[src/rtl/iob_ibex_axi_pkg.sv]
// iob_ibex_axi_pkg: shared AXI constants, holding-register type and counter sizing
package iob_ibex_axi_pkg;

    localparam logic [1:0] AXI_BURST_INCR = 2'b01;
    localparam logic [2:0] AXI_SIZE_4B    = 3'b010;
    localparam logic [1:0] AXI_RESP_OKAY  = 2'b00;

    // Word-address width carried by the holding register (32-bit Ibex byte address)
    localparam int HOLD_ADDR_W = 30;

    typedef struct packed {
        logic [HOLD_ADDR_W-1:0] addr;
        logic                   we;
        logic [3:0]             be;
        logic [31:0]            wdata;
    } hold_t;

    // Bits needed to count 0..max_outst
    function automatic int cnt_w(input int max_outst);
        return $clog2(max_outst + 1);
    endfunction

endpackage

[src/rtl/iob_ibex_axi_port_if.sv]
// iob_ibex_axi_port_if: AXI4 single-ID manager bus
// master modport: driven by the bridge (aw/w/ar payload + valids, bready, rready)
// slave modport:  driven by the interconnect (readies, b and r responses)
interface iob_ibex_axi_port_if #(
    parameter int AXI_ID_W   = 1,
    parameter int AXI_ADDR_W = 32,
    parameter int AXI_LEN_W  = 8
);
    logic [AXI_ID_W-1:0]   awid;
    logic [AXI_ADDR_W-1:0] awaddr;
    logic [AXI_LEN_W-1:0]  awlen;
    logic [2:0]            awsize;
    logic [1:0]            awburst;
    logic                  awlock;
    logic [3:0]            awcache;
    logic [2:0]            awprot;
    logic [3:0]            awqos;
    logic                  awvalid;
    logic                  awready;
    logic [31:0]           wdata;
    logic [3:0]            wstrb;
    logic                  wlast;
    logic                  wvalid;
    logic                  wready;
    logic [AXI_ID_W-1:0]   bid;
    logic [1:0]            bresp;
    logic                  bvalid;
    logic                  bready;
    logic [AXI_ID_W-1:0]   arid;
    logic [AXI_ADDR_W-1:0] araddr;
    logic [AXI_LEN_W-1:0]  arlen;
    logic [2:0]            arsize;
    logic [1:0]            arburst;
    logic                  arlock;
    logic [3:0]            arcache;
    logic [2:0]            arprot;
    logic [3:0]            arqos;
    logic                  arvalid;
    logic                  arready;
    logic [AXI_ID_W-1:0]   rid;
    logic [31:0]           rdata;
    logic [1:0]            rresp;
    logic                  rlast;
    logic                  rvalid;
    logic                  rready;

    modport master (
        output awid, awaddr, awlen, awsize, awburst, awlock, awcache, awprot, awqos, awvalid,
        output wdata, wstrb, wlast, wvalid, bready,
        output arid, araddr, arlen, arsize, arburst, arlock, arcache, arprot, arqos, arvalid, rready,
        input  awready, wready, bid, bresp, bvalid, arready, rid, rdata, rresp, rlast, rvalid
    );

    modport slave (
        input  awid, awaddr, awlen, awsize, awburst, awlock, awcache, awprot, awqos, awvalid,
        input  wdata, wstrb, wlast, wvalid, bready,
        input  arid, araddr, arlen, arsize, arburst, arlock, arcache, arprot, arqos, arvalid, rready,
        output awready, wready, bid, bresp, bvalid, arready, rid, rdata, rresp, rlast, rvalid
    );

endinterface

[src/rtl/iob_ibex_axi_outst_cnt.sv]
// iob_ibex_axi_outst_cnt: outstanding-request up/down counter
// Ports: clk, arst_n (async, active low), cke (hold when 0),
//        inc/dec (may coincide), full (cnt == MAX), empty (cnt == 0)
module iob_ibex_axi_outst_cnt import iob_ibex_axi_pkg::*; #(
    parameter int MAX = 2,
    parameter int W   = cnt_w(MAX)
) (
    input  logic clk,
    input  logic arst_n,
    input  logic cke,
    input  logic inc,
    input  logic dec,
    output logic full,
    output logic empty
);

    logic [W-1:0] cnt;
    logic         dec_ok;

    // A response with nothing outstanding is dropped so the count saturates at 0
    assign dec_ok = dec && (cnt != '0);
    assign full   = cnt == W'(MAX);
    assign empty  = cnt == '0;

    always_ff @(posedge clk or negedge arst_n)
        if (!arst_n)
            cnt <= '0;
        else if (cke)
            cnt <= cnt + W'(inc) - W'(dec_ok);

    a_no_spurious_resp: assert property (@(posedge clk) disable iff (!arst_n) !(cke && dec && empty));

endmodule

[src/rtl/iob_ibex_axi_port.sv]
// iob_ibex_axi_port: registered bridge from one Ibex memory port to an AXI4 manager
// Ports: clk_i, cke_i (global hold), arst_n_i (async, active low);
//        Ibex side req_i/we_i/be_i/addr_i/wdata_i -> gnt_o/rvalid_o/rdata_o/err_o;
//        axi: AXI4 manager bus (iob_ibex_axi_port_if.master)
// Option: define IOB_IBEX_AXI_RESP_REG_EN to register rvalid_o/rdata_o/err_o (+1 cycle)
module iob_ibex_axi_port import iob_ibex_axi_pkg::*; #(
    parameter int AXI_ID_W    = 1,
    parameter int AXI_ID      = 0,
    parameter int AXI_ADDR_W  = 32,
    parameter int AXI_LEN_W   = 8,
    parameter int IBEX_ADDR_W = 32,
    parameter int MAX_OUTST   = 2,
    parameter int WRITE_EN    = 1
) (
    input  logic                   clk_i,
    input  logic                   cke_i,
    input  logic                   arst_n_i,
    input  logic                   req_i,
    input  logic                   we_i,
    input  logic [3:0]             be_i,
    input  logic [IBEX_ADDR_W-3:0] addr_i,
    input  logic [31:0]            wdata_i,
    output logic                   gnt_o,
    output logic                   rvalid_o,
    output logic [31:0]            rdata_o,
    output logic                   err_o,
    iob_ibex_axi_port_if.master    axi
);

    localparam logic WR = WRITE_EN != 0;

    hold_t       hold;
    logic        hold_v, dir, aw_done, w_done;
    logic        full, empty, dir_block, gnt;
    logic        aw_hs, w_hs, ar_hs, wr_done, issue_done;
    logic        resp_v, resp_err;
    logic [31:0] resp_data;
    logic        unused;

    // With a single ID, B and R may only be reordered across directions, so a
    // direction change waits for every outstanding response
    assign dir_block = !empty && (we_i != dir);
    assign gnt       = arst_n_i && cke_i && req_i && !hold_v && !full && !dir_block && (WR || !we_i);
    assign gnt_o     = gnt;

    assign axi.awvalid = WR && hold_v && hold.we && !aw_done;
    assign axi.wvalid  = WR && hold_v && hold.we && !w_done;
    assign axi.arvalid = hold_v && !hold.we;
    assign aw_hs       = axi.awvalid && axi.awready;
    assign w_hs        = axi.wvalid && axi.wready;
    assign ar_hs       = axi.arvalid && axi.arready;
    assign wr_done     = (aw_done || aw_hs) && (w_done || w_hs);
    assign issue_done  = hold.we ? wr_done : ar_hs;

    assign axi.awid    = AXI_ID_W'(AXI_ID);
    assign axi.awaddr  = AXI_ADDR_W'({hold.addr, 2'b00});
    assign axi.awlen   = '0;
    assign axi.awsize  = AXI_SIZE_4B;
    assign axi.awburst = AXI_BURST_INCR;
    assign axi.awlock  = 1'b0;
    assign axi.awcache = '0;
    assign axi.awprot  = '0;
    assign axi.awqos   = '0;
    assign axi.wdata   = hold.wdata;
    assign axi.wstrb   = hold.be;
    assign axi.wlast   = 1'b1;
    assign axi.bready  = 1'b1;
    assign axi.arid    = AXI_ID_W'(AXI_ID);
    assign axi.araddr  = AXI_ADDR_W'({hold.addr, 2'b00});
    assign axi.arlen   = '0;
    assign axi.arsize  = AXI_SIZE_4B;
    assign axi.arburst = AXI_BURST_INCR;
    assign axi.arlock  = 1'b0;
    assign axi.arcache = '0;
    assign axi.arprot  = '0;
    assign axi.arqos   = '0;
    assign axi.rready  = 1'b1;

    // Single ID and single-beat bursts: these carry no information
    assign unused = ^{axi.bid, axi.rid, axi.rlast};

    always_ff @(posedge clk_i or negedge arst_n_i)
        if (!arst_n_i) begin
            hold    <= '0;
            hold_v  <= 1'b0;
            dir     <= 1'b0;
            aw_done <= 1'b0;
            w_done  <= 1'b0;
        end else if (cke_i) begin
            if (gnt) begin
                hold   <= '{addr: HOLD_ADDR_W'(addr_i), we: WR && we_i, be: be_i, wdata: wdata_i};
                hold_v <= 1'b1;
                dir    <= WR && we_i;
            end else if (hold_v && issue_done) begin
                hold_v <= 1'b0;
            end
            // AW and W complete independently; both flags clear once the pair is done
            aw_done <= hold_v && hold.we && !wr_done && (aw_done || aw_hs);
            w_done  <= hold_v && hold.we && !wr_done && (w_done || w_hs);
        end

    iob_ibex_axi_outst_cnt #(.MAX(MAX_OUTST)) u_cnt (
        .clk    (clk_i),
        .arst_n (arst_n_i),
        .cke    (cke_i),
        .inc    (gnt),
        .dec    (resp_v),
        .full   (full),
        .empty  (empty)
    );

    // R and B are never valid together because directions are never mixed
    assign resp_v    = axi.rvalid || (WR && axi.bvalid);
    assign resp_data = axi.rvalid ? axi.rdata : '0;
    assign resp_err  = axi.rvalid ? (axi.rresp != AXI_RESP_OKAY)
                                  : (WR && axi.bvalid && (axi.bresp != AXI_RESP_OKAY));

`ifdef IOB_IBEX_AXI_RESP_REG_EN
    always_ff @(posedge clk_i or negedge arst_n_i)
        if (!arst_n_i) begin
            rvalid_o <= 1'b0;
            rdata_o  <= '0;
            err_o    <= 1'b0;
        end else if (cke_i) begin
            rvalid_o <= resp_v;
            rdata_o  <= resp_data;
            err_o    <= resp_err;
        end
`else
    assign rvalid_o = resp_v;
    assign rdata_o  = resp_data;
    assign err_o    = resp_err;
`endif

endmodule

[src/flat_wrapper.sv]
// flat-port wrapper written by rule: the top's interface ports become plain ports
module iob_ibex_axi_port_flat import iob_ibex_axi_pkg::*;
#(
    parameter int AXI_ID_W    = 1,
    parameter int AXI_ID      = 0,
    parameter int AXI_ADDR_W  = 32,
    parameter int AXI_LEN_W   = 8,
    parameter int IBEX_ADDR_W = 32,
    parameter int MAX_OUTST   = 2,
    parameter int WRITE_EN    = 1
)
  (clk_i, cke_i, arst_n_i, req_i, we_i, be_i, addr_i, wdata_i, gnt_o, rvalid_o, rdata_o, err_o, axi_awid, axi_awaddr, axi_awlen, axi_awsize, axi_awburst, axi_awlock, axi_awcache, axi_awprot, axi_awqos, axi_awvalid, axi_wdata, axi_wstrb, axi_wlast, axi_wvalid, axi_bready, axi_arid, axi_araddr, axi_arlen, axi_arsize, axi_arburst, axi_arlock, axi_arcache, axi_arprot, axi_arqos, axi_arvalid, axi_rready, axi_awready, axi_wready, axi_bid, axi_bresp, axi_bvalid, axi_arready, axi_rid, axi_rdata, axi_rresp, axi_rlast, axi_rvalid);
  iob_ibex_axi_port_if #(.AXI_ID_W(AXI_ID_W), .AXI_ADDR_W(AXI_ADDR_W), .AXI_LEN_W(AXI_LEN_W)) axi_i ();
  input  logic clk_i;
  input  logic cke_i;
  input  logic arst_n_i;
  input  logic req_i;
  input  logic we_i;
  input  logic [3:0] be_i;
  input  logic [IBEX_ADDR_W-3:0] addr_i;
  input  logic [31:0] wdata_i;
  output logic gnt_o;
  output logic rvalid_o;
  output logic [31:0] rdata_o;
  output logic err_o;
  output wire logic [$bits(axi_i.awid)-1:0] axi_awid;
  output wire logic [$bits(axi_i.awaddr)-1:0] axi_awaddr;
  output wire logic [$bits(axi_i.awlen)-1:0] axi_awlen;
  output wire logic [$bits(axi_i.awsize)-1:0] axi_awsize;
  output wire logic [$bits(axi_i.awburst)-1:0] axi_awburst;
  output wire logic [$bits(axi_i.awlock)-1:0] axi_awlock;
  output wire logic [$bits(axi_i.awcache)-1:0] axi_awcache;
  output wire logic [$bits(axi_i.awprot)-1:0] axi_awprot;
  output wire logic [$bits(axi_i.awqos)-1:0] axi_awqos;
  output wire logic [$bits(axi_i.awvalid)-1:0] axi_awvalid;
  output wire logic [$bits(axi_i.wdata)-1:0] axi_wdata;
  output wire logic [$bits(axi_i.wstrb)-1:0] axi_wstrb;
  output wire logic [$bits(axi_i.wlast)-1:0] axi_wlast;
  output wire logic [$bits(axi_i.wvalid)-1:0] axi_wvalid;
  output wire logic [$bits(axi_i.bready)-1:0] axi_bready;
  output wire logic [$bits(axi_i.arid)-1:0] axi_arid;
  output wire logic [$bits(axi_i.araddr)-1:0] axi_araddr;
  output wire logic [$bits(axi_i.arlen)-1:0] axi_arlen;
  output wire logic [$bits(axi_i.arsize)-1:0] axi_arsize;
  output wire logic [$bits(axi_i.arburst)-1:0] axi_arburst;
  output wire logic [$bits(axi_i.arlock)-1:0] axi_arlock;
  output wire logic [$bits(axi_i.arcache)-1:0] axi_arcache;
  output wire logic [$bits(axi_i.arprot)-1:0] axi_arprot;
  output wire logic [$bits(axi_i.arqos)-1:0] axi_arqos;
  output wire logic [$bits(axi_i.arvalid)-1:0] axi_arvalid;
  output wire logic [$bits(axi_i.rready)-1:0] axi_rready;
  input wire logic [$bits(axi_i.awready)-1:0] axi_awready;
  input wire logic [$bits(axi_i.wready)-1:0] axi_wready;
  input wire logic [$bits(axi_i.bid)-1:0] axi_bid;
  input wire logic [$bits(axi_i.bresp)-1:0] axi_bresp;
  input wire logic [$bits(axi_i.bvalid)-1:0] axi_bvalid;
  input wire logic [$bits(axi_i.arready)-1:0] axi_arready;
  input wire logic [$bits(axi_i.rid)-1:0] axi_rid;
  input wire logic [$bits(axi_i.rdata)-1:0] axi_rdata;
  input wire logic [$bits(axi_i.rresp)-1:0] axi_rresp;
  input wire logic [$bits(axi_i.rlast)-1:0] axi_rlast;
  input wire logic [$bits(axi_i.rvalid)-1:0] axi_rvalid;
  assign axi_awid = axi_i.awid;
  assign axi_awaddr = axi_i.awaddr;
  assign axi_awlen = axi_i.awlen;
  assign axi_awsize = axi_i.awsize;
  assign axi_awburst = axi_i.awburst;
  assign axi_awlock = axi_i.awlock;
  assign axi_awcache = axi_i.awcache;
  assign axi_awprot = axi_i.awprot;
  assign axi_awqos = axi_i.awqos;
  assign axi_awvalid = axi_i.awvalid;
  assign axi_wdata = axi_i.wdata;
  assign axi_wstrb = axi_i.wstrb;
  assign axi_wlast = axi_i.wlast;
  assign axi_wvalid = axi_i.wvalid;
  assign axi_bready = axi_i.bready;
  assign axi_arid = axi_i.arid;
  assign axi_araddr = axi_i.araddr;
  assign axi_arlen = axi_i.arlen;
  assign axi_arsize = axi_i.arsize;
  assign axi_arburst = axi_i.arburst;
  assign axi_arlock = axi_i.arlock;
  assign axi_arcache = axi_i.arcache;
  assign axi_arprot = axi_i.arprot;
  assign axi_arqos = axi_i.arqos;
  assign axi_arvalid = axi_i.arvalid;
  assign axi_rready = axi_i.rready;
  assign axi_i.awready = axi_awready;
  assign axi_i.wready = axi_wready;
  assign axi_i.bid = axi_bid;
  assign axi_i.bresp = axi_bresp;
  assign axi_i.bvalid = axi_bvalid;
  assign axi_i.arready = axi_arready;
  assign axi_i.rid = axi_rid;
  assign axi_i.rdata = axi_rdata;
  assign axi_i.rresp = axi_rresp;
  assign axi_i.rlast = axi_rlast;
  assign axi_i.rvalid = axi_rvalid;
  iob_ibex_axi_port #(.AXI_ID_W(AXI_ID_W), .AXI_ID(AXI_ID), .AXI_ADDR_W(AXI_ADDR_W), .AXI_LEN_W(AXI_LEN_W), .IBEX_ADDR_W(IBEX_ADDR_W), .MAX_OUTST(MAX_OUTST), .WRITE_EN(WRITE_EN)) u_core (.clk_i(clk_i), .cke_i(cke_i), .arst_n_i(arst_n_i), .req_i(req_i), .we_i(we_i), .be_i(be_i), .addr_i(addr_i), .wdata_i(wdata_i), .gnt_o(gnt_o), .rvalid_o(rvalid_o), .rdata_o(rdata_o), .err_o(err_o), .axi(axi_i));
endmodule
[config.mk]
export PLATFORM = sky130hd
export DESIGN_NAME = iob_ibex_axi_port_flat
export DESIGN_NICKNAME = d
export VERILOG_FILES = /design/src/rtl/iob_ibex_axi_pkg.sv /design/src/rtl/iob_ibex_axi_port_if.sv /design/src/rtl/iob_ibex_axi_outst_cnt.sv /design/src/rtl/iob_ibex_axi_port.sv /design/src/flat_wrapper.sv
export SDC_FILE = /design/constraint.sdc
export NUM_CORES = 1
export LEC_CHECK = 0
export CORE_AREA = 4 4 117 119
export DETAILED_ROUTE_END_ITERATION = 8
export DIE_AREA = 0 0 121 123
export GPL_TIMING_DRIVEN = 0
export HOLD_SLACK_MARGIN = 0.1
export PLACE_DENSITY = 0.74
export SLEW_MARGIN = 5
export SYNTH_ARGS = -nofsm -noshare
export SYNTH_HDL_FRONTEND = slang
export SYNTH_SLANG_ARGS = --single-unit
[constraint.sdc]
create_clock -name clk_i -period 4.5 [get_ports clk_i]
set_clock_uncertainty 0.1 [all_clocks]
set_input_delay 0.45 -clock clk_i [delete_from_list [all_inputs] [get_ports clk_i]]
set_output_delay 0.45 -clock clk_i [all_outputs]
set_load 0.005 [all_outputs]
Yosys cells after proc, flatten, opt, wreduce, memory -nomap -nowiden
Cells that the tools add are included.

storage, ports and cells
  flip-flop bits (word level) = 72
  input bits = 115
  output and inout bits = 193
  word-level logic and storage cells = 55

operators by class
  $add $sub $neg = 2
  equality and inequality tests = 2
  mux-type cells = 5
  reductions and logical operators = 38

operators by type and width
  operator                              number
  two-way mux 32 bit                    1
  logical AND 1 bit                     20
  zero test 1 bit                       8
  nonzero test 2 bit                    4
  two-way mux 1 bit                     4
  AND reduction 2 bit                   2
  logical OR 1 bit                      3
  adder 2 x 1 -> 2 bit                  1
  == test 2 bit, second input constant  1
  zero test 2 bit                       1
  subtractor 2 x 1 -> 2 bit             1
  != test 1 bit                         1

Longest topological paths before layout
  depth in word-level cells = 9
  mapped depth = 11

Cells and area by module
A second synthesis with hierarchy kept.

unflattened totals
  cells, all modules = 310
  area, all modules = 3,821.2 um2

by module, submodules not included
  module                  instances  cells an instance  area an instance (um2)
  iob_ibex_axi_port       1          296                3,692.3
  iob_ibex_axi_outst_cnt  1          14                 128.9

Least setup slack after synthesis
No wires, ideal clock.

  path type = in2reg
  start point = input port cke_i
  end point = register u_core.u_cnt.cnt[1]
  library setup time = 0.079 ns
  arrival time = 2.182 ns
  required time = 4.321 ns
  path slack = 2.139 ns
  stages = 10
  path buffers = 3
  cells stage by stage = buf_6 > and4b_1 > nor2b_2 > buf_12 > buf_12 > xnor2_1 > ha_1 > or3b_1 > o211ai_1 > xor2_1

on the way
  cells in the longest elaborated chain, start to end = 7

ends and longest elaborated chain
  element                          RTL line                      text
  from (decl)                      flat_wrapper.sv:15            input logic cke_i;
  logical AND 1 bit (5 in series)  iob_ibex_axi_port.sv:43       assign gnt = arst_n_i && cke_i && req_i && !hold_v && !full && !dir_block && (WR || !we_i);
  net gnt_o                        flat_wrapper.sv:22            output logic gnt_o;
  adder 2 x 1 -> 2 bit             iob_ibex_axi_outst_cnt.sv:29  cnt <= cnt + W'(inc) - W'(dec_ok);
  subtractor 2 x 1 -> 2 bit        iob_ibex_axi_outst_cnt.sv:29
  to (signal assigned)             iob_ibex_axi_outst_cnt.sv:29
  to (decl)                        iob_ibex_axi_outst_cnt.sv:17  logic [W-1:0] cnt;

The timed path passes the listed nets, and every way through them passes these cells.
A chain may end at the register's enable or synchronous reset.

Worst setup path after layout
  start point = input port arst_n_i
  end point = output port gnt_o

on the way
  cells in the longest elaborated chain, start to end = 5

ends and longest elaborated chain
  element                          RTL line                 text
  from (decl)                      flat_wrapper.sv:16       input logic arst_n_i;
  logical AND 1 bit (5 in series)  iob_ibex_axi_port.sv:43
  to (decl)                        flat_wrapper.sv:22

Every way passes these cells.

==> flow_summary.toml <==
[clocking]
cts-resized-gates = 0
clkTransAtPathRegs_ps = 60
htree_levels = 3
post-cts-setup-buffer-count = 0
hold_buffers = 1
root_buffer = "clkbuf_16"
cts_tree = "yes"
worstSkewPairLatency_ps = 320
cts_sinks = 72
clock_path_buffers = 2
cts_buffers = 9

[place]
placed_area_um2 = 6990
hpwl_um = 10000
gp_congestion = 0.765
pre_cts_ws_ps = 1510
dp_cells = 782
io_buffers = 244

[yosys]
synthTopCellsByCount = "buf_4 (89), dfrtp_1 (72), mux2_4 (67), and2_1 (33), buf_12 (8)"
yosysTopAreaCell = "dfrtp_1"
ys.flop_type = "dfrtp_1"
synth_top_area_share_pct = 44.0
synth_enable_flop_cells = 0
ys_seq_elements = 72
yosysSeqAreaShare_pct = 44.0
yosysMostFrequentCell = "buf_4"
ys_top_cells_by_area = "dfrtp_1 (44%), mux2_4 (25%), buf_4 (16%)"
syn_inst = 308
ys_types = 29
syn_area_um2 = 4090
synth_area_per_cell_um2 = 13.3
synthArstFlopShare_pct = 100
synth_warnings = 0

[cells_and_area]
fin_nets = 738
area_delta_synth_final_pct = 78.8
insertedDiodeCount = 0
fin_util_pct = 58.2
drive_above_1_share_pct = 30.0
fin_area_um2 = 7320
stdcell_count = 798

[sta]
finalSetupViolCount = 0
rsz0062_at_grt = "no"
slew_violations = 0
finalCritPeriodShare_pct = 76.1
whs_ps = 235
timing.final.crit_period_ps = 3430
finalHoldViolCount = 0
fin_ws_ps = 1070
fmax_mhz = 292
tns_ps = 0

[floorplanning]
start_util_pct = 32.6
die_area_um2 = 14900
die_h_um = 123
core-area_um2 = 12600
io_pins = 308
num_rows = 41
die_w_um = 121

[drt]
first_pass_iters = 2
drt_wl_total_um = 12200
via_per_inst = 3.96
wl_per_cell_um = 15.3
antenna_left = 0
via_count = 3158
drc_errors = 0
first_iter_violations = 87

[setup_path]
crit_slowest_cell = "dlygate4sd3_1"
cp-start-kind = "input pin"
path_delay_family = "buffers and inverters"
crit_top_cell = "buf_12"
required_ps = 3950
path_cells = "dlygate4sd3_1 > buf_4 > buf_16 > and4b_1 > nor2b_2 > buf_12 > buf_12 > clkdlybuf4s50_1"
cp_slowest_stage_delay_ps = 530
crit_path_max_fanout = 65
cp.arrival_ps = 2880
path_class = "input pin to primary output"
path_buf_inv = 6
endpoint_kind = "primary output"

[job]
max_cap_viol_count = 0

[outcome]
status = "completed"

[min_path]
hp-class = "input pin to flip-flop"

[power_and_ir_drop]
cellLeakagePower_nw = 3.34
power.total_mw = 3.96
p_per_area_nw_per_um2 = 541
irDropWorstVdd_mv = 0.232

[global_routing]
grt.total_usage_pct = 15.5
grt_max_degree = 66
grt_pass1_wl_um = 17900
antenna_found_initial = 0
grt_pass1_vias = 3292
grt_overflow = 0
==> worst reg2reg max path: stages (launching register included) <==
cell and delay, ps:
dfrtp_1 400, xnor2_1 320, a21oi_2 100, nor2b_2 160, buf_12 180, buf_12 160, xnor2_1 80, ha_1 190
or3b_1 360, o211ai_1 190, xor2_1 170
==> flip-flops by register name, summed over array words and instances (netlist names) <==
register and cells:
u_core.aw_done 1, u_core.axi.araddr 30, u_core.axi.wdata 32, u_core.axi.wstrb 4, u_core.hold 1, u_core.hold_v 1, u_core.u_cnt.cnt 2, u_core.w_done 1
==> kinds of logic (layout without fill, tap and decap cells) <==
| kind of cell | Yosys count | count (layout) | share of synthesized area, % |
|---|---|---|---|
| buf+inv | 101 | 362 | 20.8 |
| flops | 72 | 72 | 44.0 |
| mux | 68 | 68 | 24.8 |
| simple gates | 48 | 48 | 7.27 |
| compound gates | 13 | 13 | 1.96 |
| xor+xnor | 3 | 3 | 0.642 |
| other cells | 2 | 59 | 0.183 |
| fa+ha+maj | 1 | 1 | 0.306 |
==> routing by layer <==
metal | wire, um | vias up | track usage [%]
met5 | 0 | - | 0
met4 | 70 | 0 | 2.76
met3 | 1220 | 6 | 5.67
met2 | 6590 | 178 | 30.0
met1 | 4290 | 1475 | 16.2
li1 | - | 1499 | -
==> report_power, final <==
part | switching, mW | internal, mW | total [mW]
registers | 0.238 | 0.963 | 1.20
clock network | 0.264 | 0.497 | 0.761
logic | 0.508 | 1.49 | 2.00
==> cells in the final DEF, fill, tap and decap left out, types with 2 or more instances in the layout <==
cell             Yosys  final
clkbuf_16            0      9
a21oi_1              4      4
and2_1              33     33
or3_1                2      2
nor2_1               3      3
conb_1               2     59
bufinv_16            0      2
clkdlybuf4s50_1      0    243
nand2_1              3      3
o21ai_0              3      3
clkbuf_1             3      3
dfrtp_1             72     72
o22ai_1              2      2
xnor2_1              2      2
buf_4               89     90
mux2_4              67     67
buf_12               8      8
==> layout make-up <==
class                           count  area (um2)
Multi-Input combinational cell    192        1660
Tap cell                          172         215
Timing Repair Buffer              246        2480
Buffer                            101         851
Clock inverter                      5        81.3
Sequential cell                    72        1800
Clock buffer                       10         239
Fill cell                        1036        5250
==> final timing paths <==
kind,start,end,slack (ps),depth (start not counted)
worst max-delay path,arst_n_i,gnt_o,1070,8
worst max register to register,u_core.hold[36],u_core.u_cnt.cnt[1],2020,10
worst min-delay path,cke_i,u_core.w_done,230,2
min in group asynchronous,arst_n_i,u_core.axi.araddr[11],410,2
worst min register to register,u_core.u_cnt.cnt[1],u_core.u_cnt.cnt[1],400,1
max in group asynchronous,arst_n_i,u_core.u_cnt.cnt[0],3340,3
Power figures use the tool's default switching activity.
